### src/rtl/instr_fetch.sv
// Instruction fetch unit: PC register, combinational ROM read, 2-entry {instr, pc} queue to decode.
// Optional EBREAK halt detection is compiled in with INSTR_FETCH_HALT_EN.
module instr_fetch #(
  parameter logic [31:0] RESET_PC = 32'h0000_0000,
  parameter int          ADDR_W   = 10
) (
  input  logic              CLK,
  input  logic              RST,
  output logic [ADDR_W-1:0] address,
  input  logic [31:0]       instruccion,
  input  logic              redirect,
  input  logic [31:0]       redirect_pc,
  output logic              instr_valid,
  input  logic              instr_ready,
  output logic [31:0]       instr,
  output logic [31:0]       instr_pc,
  output logic              misalign,
  output logic              halted
);

  typedef enum logic [1:0] {
    BOOT = 2'd0,
    RUN  = 2'd1,
    HALT = 2'd2
  } state_e;

  state_e      state_q, state_d;
  logic [31:0] pc_q;
  logic [1:0]  count_q;
  logic        rd_ptr_q, wr_ptr_q;
  logic [31:0] fifo_instr_q [2];
  logic [31:0] fifo_pc_q    [2];
  logic        misalign_q;

  logic        pop;
  logic        push;
  logic        run_en;

  assign address     = pc_q[ADDR_W+1:2];
  assign instr_valid = (count_q != 2'd0);
  assign instr       = fifo_instr_q[rd_ptr_q];
  assign instr_pc    = fifo_pc_q[rd_ptr_q];
  assign misalign    = misalign_q;

  // Redirect flushes the queue, so nothing is consumed in that cycle.
  assign pop  = instr_valid && instr_ready && !redirect;
  assign push = run_en && !redirect && ((count_q != 2'd2) || pop);

`ifdef INSTR_FETCH_HALT_EN
  logic is_ebreak;
  assign is_ebreak = (instruccion == 32'h0010_0073);
`endif

  // FSM state register
  always_ff @(posedge CLK or posedge RST) begin
    if (RST) begin
      state_q <= BOOT;
    end else begin
      state_q <= state_d;
    end
  end

  // FSM next-state logic
  always_comb begin
    state_d = state_q;
    case (state_q)
      BOOT: state_d = RUN;
      RUN: begin
`ifdef INSTR_FETCH_HALT_EN
        if (push && is_ebreak) state_d = HALT;
`endif
      end
      HALT:    state_d = HALT;
      default: state_d = BOOT;
    endcase
    if (redirect) state_d = RUN;
  end

  // FSM outputs
  always_comb begin
    run_en = (state_q == RUN);
`ifdef INSTR_FETCH_HALT_EN
    halted = (state_q == HALT);
`else
    halted = 1'b0;
`endif
  end

  // Fetch PC, queue pointers and occupancy
  // NOTE: sequential state uses non-blocking assignments so every register samples pre-edge values.
  always_ff @(posedge CLK or posedge RST) begin
    if (RST) begin
      pc_q       <= RESET_PC;
      count_q    <= 2'd0;
      rd_ptr_q   <= 1'b0;
      wr_ptr_q   <= 1'b0;
      misalign_q <= 1'b0;
    end else if (redirect) begin
      pc_q     <= {redirect_pc[31:2], 2'b00};
      count_q  <= 2'd0;
      wr_ptr_q <= rd_ptr_q;
      if (redirect_pc[1:0] != 2'b00) misalign_q <= 1'b1;
    end else begin
      if (push) begin
        pc_q     <= pc_q + 32'd4;
        wr_ptr_q <= ~wr_ptr_q;
      end
      if (pop) rd_ptr_q <= ~rd_ptr_q;
      count_q <= count_q + {1'b0, push} - {1'b0, pop};
    end
  end

  // Queue storage
  // NOTE: the two entries are reset on purpose so instr/instr_pc read 0 while in reset.
  always_ff @(posedge CLK or posedge RST) begin
    if (RST) begin
      for (int i = 0; i < 2; i++) begin
        fifo_instr_q[i] <= 32'd0;
        fifo_pc_q[i]    <= 32'd0;
      end
    end else if (push) begin
      fifo_instr_q[wr_ptr_q] <= instruccion;
      fifo_pc_q[wr_ptr_q]    <= pc_q;
    end
  end

endmodule

### config.mk
export PLATFORM = sky130hd
export DESIGN_NAME = instr_fetch
export DESIGN_NICKNAME = d
export VERILOG_FILES = /design/src/rtl/instr_fetch.sv
export SDC_FILE = /design/constraint.sdc
export NUM_CORES = 1
export LEC_CHECK = 0
export ABC_AREA = 1
export BUFFER_PORTS_ARGS = -buffer_cell sky130_fd_sc_hd__buf_2
export CAP_MARGIN = 5
export CORE_ASPECT_RATIO = 1.5
export CORE_MARGIN = 2
export CORE_UTILIZATION = 35
export CTS_BUF_LIST = sky130_fd_sc_hd__clkbuf_4 sky130_fd_sc_hd__clkbuf_8
export DETAILED_ROUTE_END_ITERATION = 8
export HOLD_SLACK_MARGIN = 0.06
export SYNTH_ARGS = -nofsm -noshare
export SYNTH_HDL_FRONTEND = slang
export SYNTH_SLANG_ARGS = --single-unit
### constraint.sdc
create_clock -name CLK -period 16.7 [get_ports CLK]
set_input_delay 3.34 -clock CLK [delete_from_list [all_inputs] [get_ports CLK]]
set_output_delay 3.34 -clock CLK [all_outputs]
set_load 0.02 [all_outputs]
==> results.toml, run 1 <==
[run_status]
status = "completed"

[cts]
clk_transition_reported_paths_ps = 90
post-cts-setup-buffer-count = 0
clk_path_buf_depth = 2
cts_root_buf = "clkbuf_8"
numClockSinks = 161
ctsHoldBuffers = 0
cts_max_level = 4
cts_made_buffers = 17
ctsResizeCount = 0
cts_tree = "built"
clk-insertion-delay-late_ps = 450

[sta]
finalCritPeriodShare_pct = 33.1
fmax_mhz = 181
fin_setup_tns_ps = 0
period_minus_slack_ps = 5530
drv_slew = 0
setup_violations = 0
holdWs_ps = 449
hold_viol_final = 0
rsz0062_at_grt = "no"
clock_skew_ps = 10.3
max-slew-margin-rel_pct = 40.0
worst_pin_slew_ps = 900

[drt]
ant_nets = 0
vias = 6663
wirelength_um = 20100
first_iter_violations = 440
wire_per_inst_um = 14.0
drt-pass1-iter-count = 4
detail_route.vias_per_cell = 4.66
drc_errors = 0

[min_path]
hold_depth = 1
hold_class = "register to register"

[floorplan]
die_x_um = 127
core_um2 = 22300
die_h_um = 188
ios = 145
initial_core_util_pct = 35.4
dieArea_um2 = 23800
num_rows = 67

[global_route]
antenna_found_initial = 0
grt_pass1_wl_um = 32700
grt.overflow.total = 0
grt_max_degree = 100
grt_pass1_vias = 6465
grt_use_total_pct = 17.4

[setup_path]
startpoint_type = "input port"
cp_slowest_cell = "buf_4"
path_buf_inv = 4
crit_cells = 9
path_class = "input port to register"
cpMostUsedCell = "nand2_4"
ff2ff_path_depth = 6
cp.required_ps = 17000
cpPeakStageDelay_ps = 620
critPathTopFamily = "buffers and inverters"
crit_chain = "buf_2, clkinv_4, nand2_2, nor2_4, nand2_4, inv_2, nand2_4, buf_4, o21ai_0"
worstPathArrival_ps = 5830
endpoint_kind = "register"
path_max_fanout = 74

[placed_design]
gp_congestion = 0.852
dp.cells = 1398
place_hpwl_um = 13500
io_buffers = 141

[synth]
syn-instance-count = 1036
avgSynthCellArea_um2 = 7.62
syn_area_um2 = 7900
ys.warnings.count = 0
ys_seq_elements = 161
seq_area_frac_synth_pct = 51.0
synth_cell_types = 32

[pwr]
p_leak_nw = 4.78
pwr_density_cell_nw_per_um2 = 182
ir_worst_vdd_uv = 72.3

[cells_and_area]
final_cells = 1430
drive_gt1_share_pct = 19.2
antennaDiodeCount = 0
area_delta_synth_final_pct = 14.1
fin_nets = 1212

[flow_run]
cap_violations = 0
==> worst register-to-register path, cell delays in order, from the launching register on <==
cell	delay (ps)
dfrtp_1	400
nand3b_1	200
nand2_4	140
inv_2	220
nand2_4	460
buf_4	650
o21ai_0	220
==> cell usage in the layout (no fill, tap or decap), drive strengths merged <==
cell      instances
a21oi             2
and2              1
buf             146
clkbuf           19
clkinv            8
clkinvlp          3
conb              3
dfrtp           161
ha                3
inv              96
nand2           451
nand3            50
nand3b            1
nand4             1
nor2             45
nor3              3
o211ai            6
o21ai           148
o21bai            1
o221ai            1
or2               1
xnor2             2
xor2              2
==> state kept, by name (all words and copies together) (netlist names) <==
signal,cells
rd_ptr_q,1
count_q,2
wr_ptr_q,1
state_q,2
fifo_instr_q,64
misalign,1
pc_q,30
fifo_pc_q,60
==> Yosys cell counts, drive strengths merged <==
cell | number | area (µm²)
nor2 | 45 | 176
dfrtp | 161 | 4030
nand2 | 451 | 1780
o21bai | 1 | 7.51
buf | 35 | 262
nand3 | 50 | 250
or2 | 1 | 6.26
o21ai | 148 | 752
nor3 | 3 | 15.0
clkbuf | 27 | 103
o211ai | 6 | 45.0
xnor2 | 2 | 17.5
a21oi | 2 | 10.0
xor2 | 2 | 17.5
inv | 93 | 349
conb | 1 | 3.75
nand4 | 1 | 6.26
o221ai | 1 | 8.76
and2 | 1 | 6.26
ha | 3 | 37.5
clkinv | 1 | 8.76
nand3b | 1 | 7.51
==> report_power, final <==
part	internal [W]	switching, W	leakage [nW]
logic	0.000228	0.000489	2.64
registers	0.000553	0.000101	1.96
clock network	0.000113	0.000153	0.181
total	0.000894	0.000743	4.78
==> final cells by class <==
class	instances	area (µm²)
clock buffer	19	262
multi-input combinational	721	3160
inverter	94	363
timing repair buffer	146	743
fill	2409	13300
tap	276	345
clock inverter	13	105
sequential	161	4030
==> layer usage <==
metal	global-route usage (%)	routed length, µm	vias to the layer above
met4	6.89	513	0
li1	-	-	3419
met3	2.80	700	26
met2	29.3	10100	132
met1	22.3	8800	3086
met5	0	0	-
==> worst paths after layout <==
check                           start               end  slack (ps)
max                          redirect     fifo_pc_q[30]       11170
min                        state_q[0]        state_q[1]         450
max reg2reg                count_q[0]     fifo_pc_q[30]       14260
min reg2reg                state_q[0]        state_q[1]         450
max in group asynchronous         RST          rd_ptr_q       12220
min in group asynchronous         RST  fifo_instr_q[19]        3090
==> stage by stage <==
step | power, W | setup slack (ps) | instance area, µm² | utilization (%)
after CTS | 0.00166 | 11100 | 9010 | 40.4
after global routing | 0.00178 | 10880 | 9010 | 40.4
final | 0.00164 | 11170 | 9010 | 40.4
after global placement | 0.00137 | 10720 | 8640 | 38.8
after detailed placement | 0.00139 | 10650 | 8640 | 38.8
after floorplan | 0.00116 | 9010 | 7910 | -
==> kinds of logic (layout without fill, tap and decap cells) <==
family	after synthesis	in the layout	synth area share [%]
fa+ha+maj	3	3	0.475
compound gates	158	158	10.4
simple gates	553	553	28.5
buf+inv	156	272	9.14
flops	161	161	51.0
other cells	1	3	0.0475
xor+xnor	4	4	0.444
(Power assumes the default switching activity.)
==> run 2, diff against run 1 <==
--- a/config.mk
+++ b/config.mk
@@ -5,7 +5,7 @@
 export SDC_FILE = /design/constraint.sdc
 export NUM_CORES = 1
 export LEC_CHECK = 0
-export ABC_AREA = 1
+export ABC_AREA = 0
 export BUFFER_PORTS_ARGS = -buffer_cell sky130_fd_sc_hd__buf_2
 export CAP_MARGIN = 5
 export CORE_ASPECT_RATIO = 1.5
==> constraint.sdc (replaced) <==
create_clock -name CLK -period 5.3 [get_ports CLK]
set_input_delay 1.06 -clock CLK [delete_from_list [all_inputs] [get_ports CLK]]
set_output_delay 1.06 -clock CLK [all_outputs]
set_load 0.02 [all_outputs]
==> run 2 against run 1 <==
Via count fell by 28%; critical path depth fell by 6; synthesized cell count fell by 45%; die area fell by 5.8%; power rose to 3.2 times the previous value; combinational power rose to 3.0 times the previous value; sequential share of layout area rose by 1.2 points; largest power group unchanged; first-iteration DRC count fell by 56%; final area fell by 2.7%; count of clock-buffer cells in the layout fell by 2.
==> results.toml, run 2 <==
[run_status]
status = "completed"

[drt]
ant_nets = 0
first_iter_violations = 194
wire_per_inst_um = 17.1
wirelength_um = 16600
vias = 4774
detail_route.vias_per_cell = 4.90
drc_errors = 0
drt-pass1-iter-count = 4

[placed_design]
place_hpwl_um = 11200
io_buffers = 141
gp_congestion = 0.800

[synth]
seq_area_frac_synth_pct = 54.2
ys.flop_type = "dfrtp_1"
synth_top_area_share_pct = 54.2
synth_cell_types = 38
ys_seq_elements = 161
ys_async_sr_fraction_pct = 100
synthMostInstantiatedCell = "mux2_2"
synthTopCellsByArea = "dfrtp_1, mux2_2, xor2_1, nand2_1, o21ai_0"
yosys.area.top_type = "dfrtp_1"
ys.warnings.count = 0
avgSynthCellArea_um2 = 13.2
synth_edf_count = 0
ys_top_cells_by_count = "mux2_2, dfrtp_1, nand2_1"
syn-instance-count = 565
syn_area_um2 = 7430

[sta]
clock_skew_ps = 10.5
period_minus_slack_ps = 3650
finalCritPeriodShare_pct = 68.8
drv_slew = 0
worst_pin_slew_ps = 1090
fin_setup_tns_ps = 0
rsz0062_at_grt = "no"
hold_viol_final = 0
max-slew-margin-rel_pct = 27.6
fmax_mhz = 274
setup_violations = 0

[cells_and_area]
mostFrequentLayoutCells = "mux2_2, dfrtp_1, buf_2"
layout.cells.most_common = "mux2_2"
largestRegisters = "fifo_instr_q (64), fifo_pc_q (60), pc_q (30)"
area_delta_synth_final_pct = 18.0
antennaDiodeCount = 0
largest_register_ffs = 64
n_fill_cell = 2014
fin_nets = 766
drive_gt1_share_pct = 53.3
regMostFlops = "fifo_instr_q"

[cts]
ctsResizeCount = 0
cts_root_buf = "clkbuf_8"
post-cts-setup-buffer-count = 0
clk_transition_reported_paths_ps = 80
cts_tree = "built"
clk-insertion-delay-late_ps = 450
numClockSinks = 161
cts_made_buffers = 17
clk_path_buf_depth = 2
cts_max_level = 4
ctsHoldBuffers = 0

[flow_run]
cap_violations = 0

[min_path]
hold_class = "register to register"
hold_depth = 1

[setup_path]
startpoint_type = "register"
cp_slowest_cell = "dfrtp_2"
path_class = "register to output port"
endpoint_kind = "output port"
path_max_fanout = 43
worstPathArrival_ps = 2590
cpPeakStageDelay_ps = 1090
ff2ff_path_depth = 5
cp.required_ps = 4240
crit_chain = "buf_4, mux2_2, buf_2"

[global_route]
grt_max_degree = 85
grt.overflow.total = 0
grt_use_total_pct = 15.5
grt_pass1_vias = 5083
grt_pass1_wl_um = 26500
antenna_found_initial = 0

[floorplan]
num_rows = 65
die_x_um = 123
initial_core_util_pct = 35.4
die_h_um = 182
core_um2 = 21000
dieArea_um2 = 22400
ios = 145

[pwr]
ir_worst_vdd_uv = 330
p_leak_nw = 3.89
total_power_w = 0.00522
pwr_density_cell_nw_per_um2 = 595
-- run 2: changes by cell type after synthesis, sizes merged, moves of 5 or more --
cell / before / now
o21ai: 148 / 28
nand4: 1 / 13
clkbuf: 27 / 14
xor2: 2 / 20
mux2: 0 / 186
nand2: 451 / 46
nand3: 50 / 11
nor2b: 0 / 5
inv: 93 / 4
nor2: 45 / 8
buf: 35 / 25
-- run 2: area by class of cell --
type,count,area (µm²),area share [%]
Inverter,4,18.8,0.214
Sequential cell,161,4030,46.0
Clock inverter,13,188,2.14
Timing Repair Buffer,148,771,8.79
Clock buffer,17,234,2.67
Tap cell,268,335,3.82
Multi-Input combinational cell,363,3190,36.4
-- run 2: kinds of logic (layout without fill, tap and decap cells) --
family	after synthesis	in the layout	synth area share [%]
simple gates	110	110	8.30
other cells	1	3	0.0505
mux	187	187	28.3
xor+xnor	26	26	3.06
compound gates	34	34	2.53
fa+ha+maj	3	3	0.505
flops	161	161	54.2
buf+inv	43	182	3.03
-- run 2: stage by stage --
step	utilization (%)	hold WS [ps]	instances	worst slack, ps	instance area [µm²]
3_3_place_gp	39.8	417	944	1860	8350
2_1_floorplan	-	403	567	2200	7440
6_report	41.8	436	974	1650	8770
3_5_place_dp	39.8	426	944	1750	8350
4_1_cts	41.8	438	974	1550	8770
5_1_grt	41.8	455	974	1460	8770
-- run 2: routing by layer --
layer	part of all wire, %	GRT usage, %
met5	0	0
met4	1.5	4.95
met3	3.8	3.69
met2	53	27.5
met1	41	18.0
-- run 2: worst paths after layout --
path | to | from | slack (ps)
hold reg to reg | state_q[1] | state_q[0] | 440
hold / removal | state_q[1] | state_q[0] | 440
min in group asynchronous | fifo_instr_q[13] | RST | 700
setup reg to reg | fifo_instr_q[3] | count_q[0] | 2520
max in group asynchronous | fifo_pc_q[26] | RST | 3680
setup / recovery | instr_pc[5] | rd_ptr_q | 1650
-- run 2: worst max-delay path: cells and delay by family, from the launching register on --
family                 cells  cell delay (ps)
flip-flops                 1             1090
buffers and inverters      2              630
multiplexers               1              400
-- run 2: report_power, final --
part	switching (W)	internal [W]	leakage (nW)
clock	0.000452	0.000509	0.204
sequential	0.000339	0.00174	1.92
combinational	0.00110	0.00108	1.77
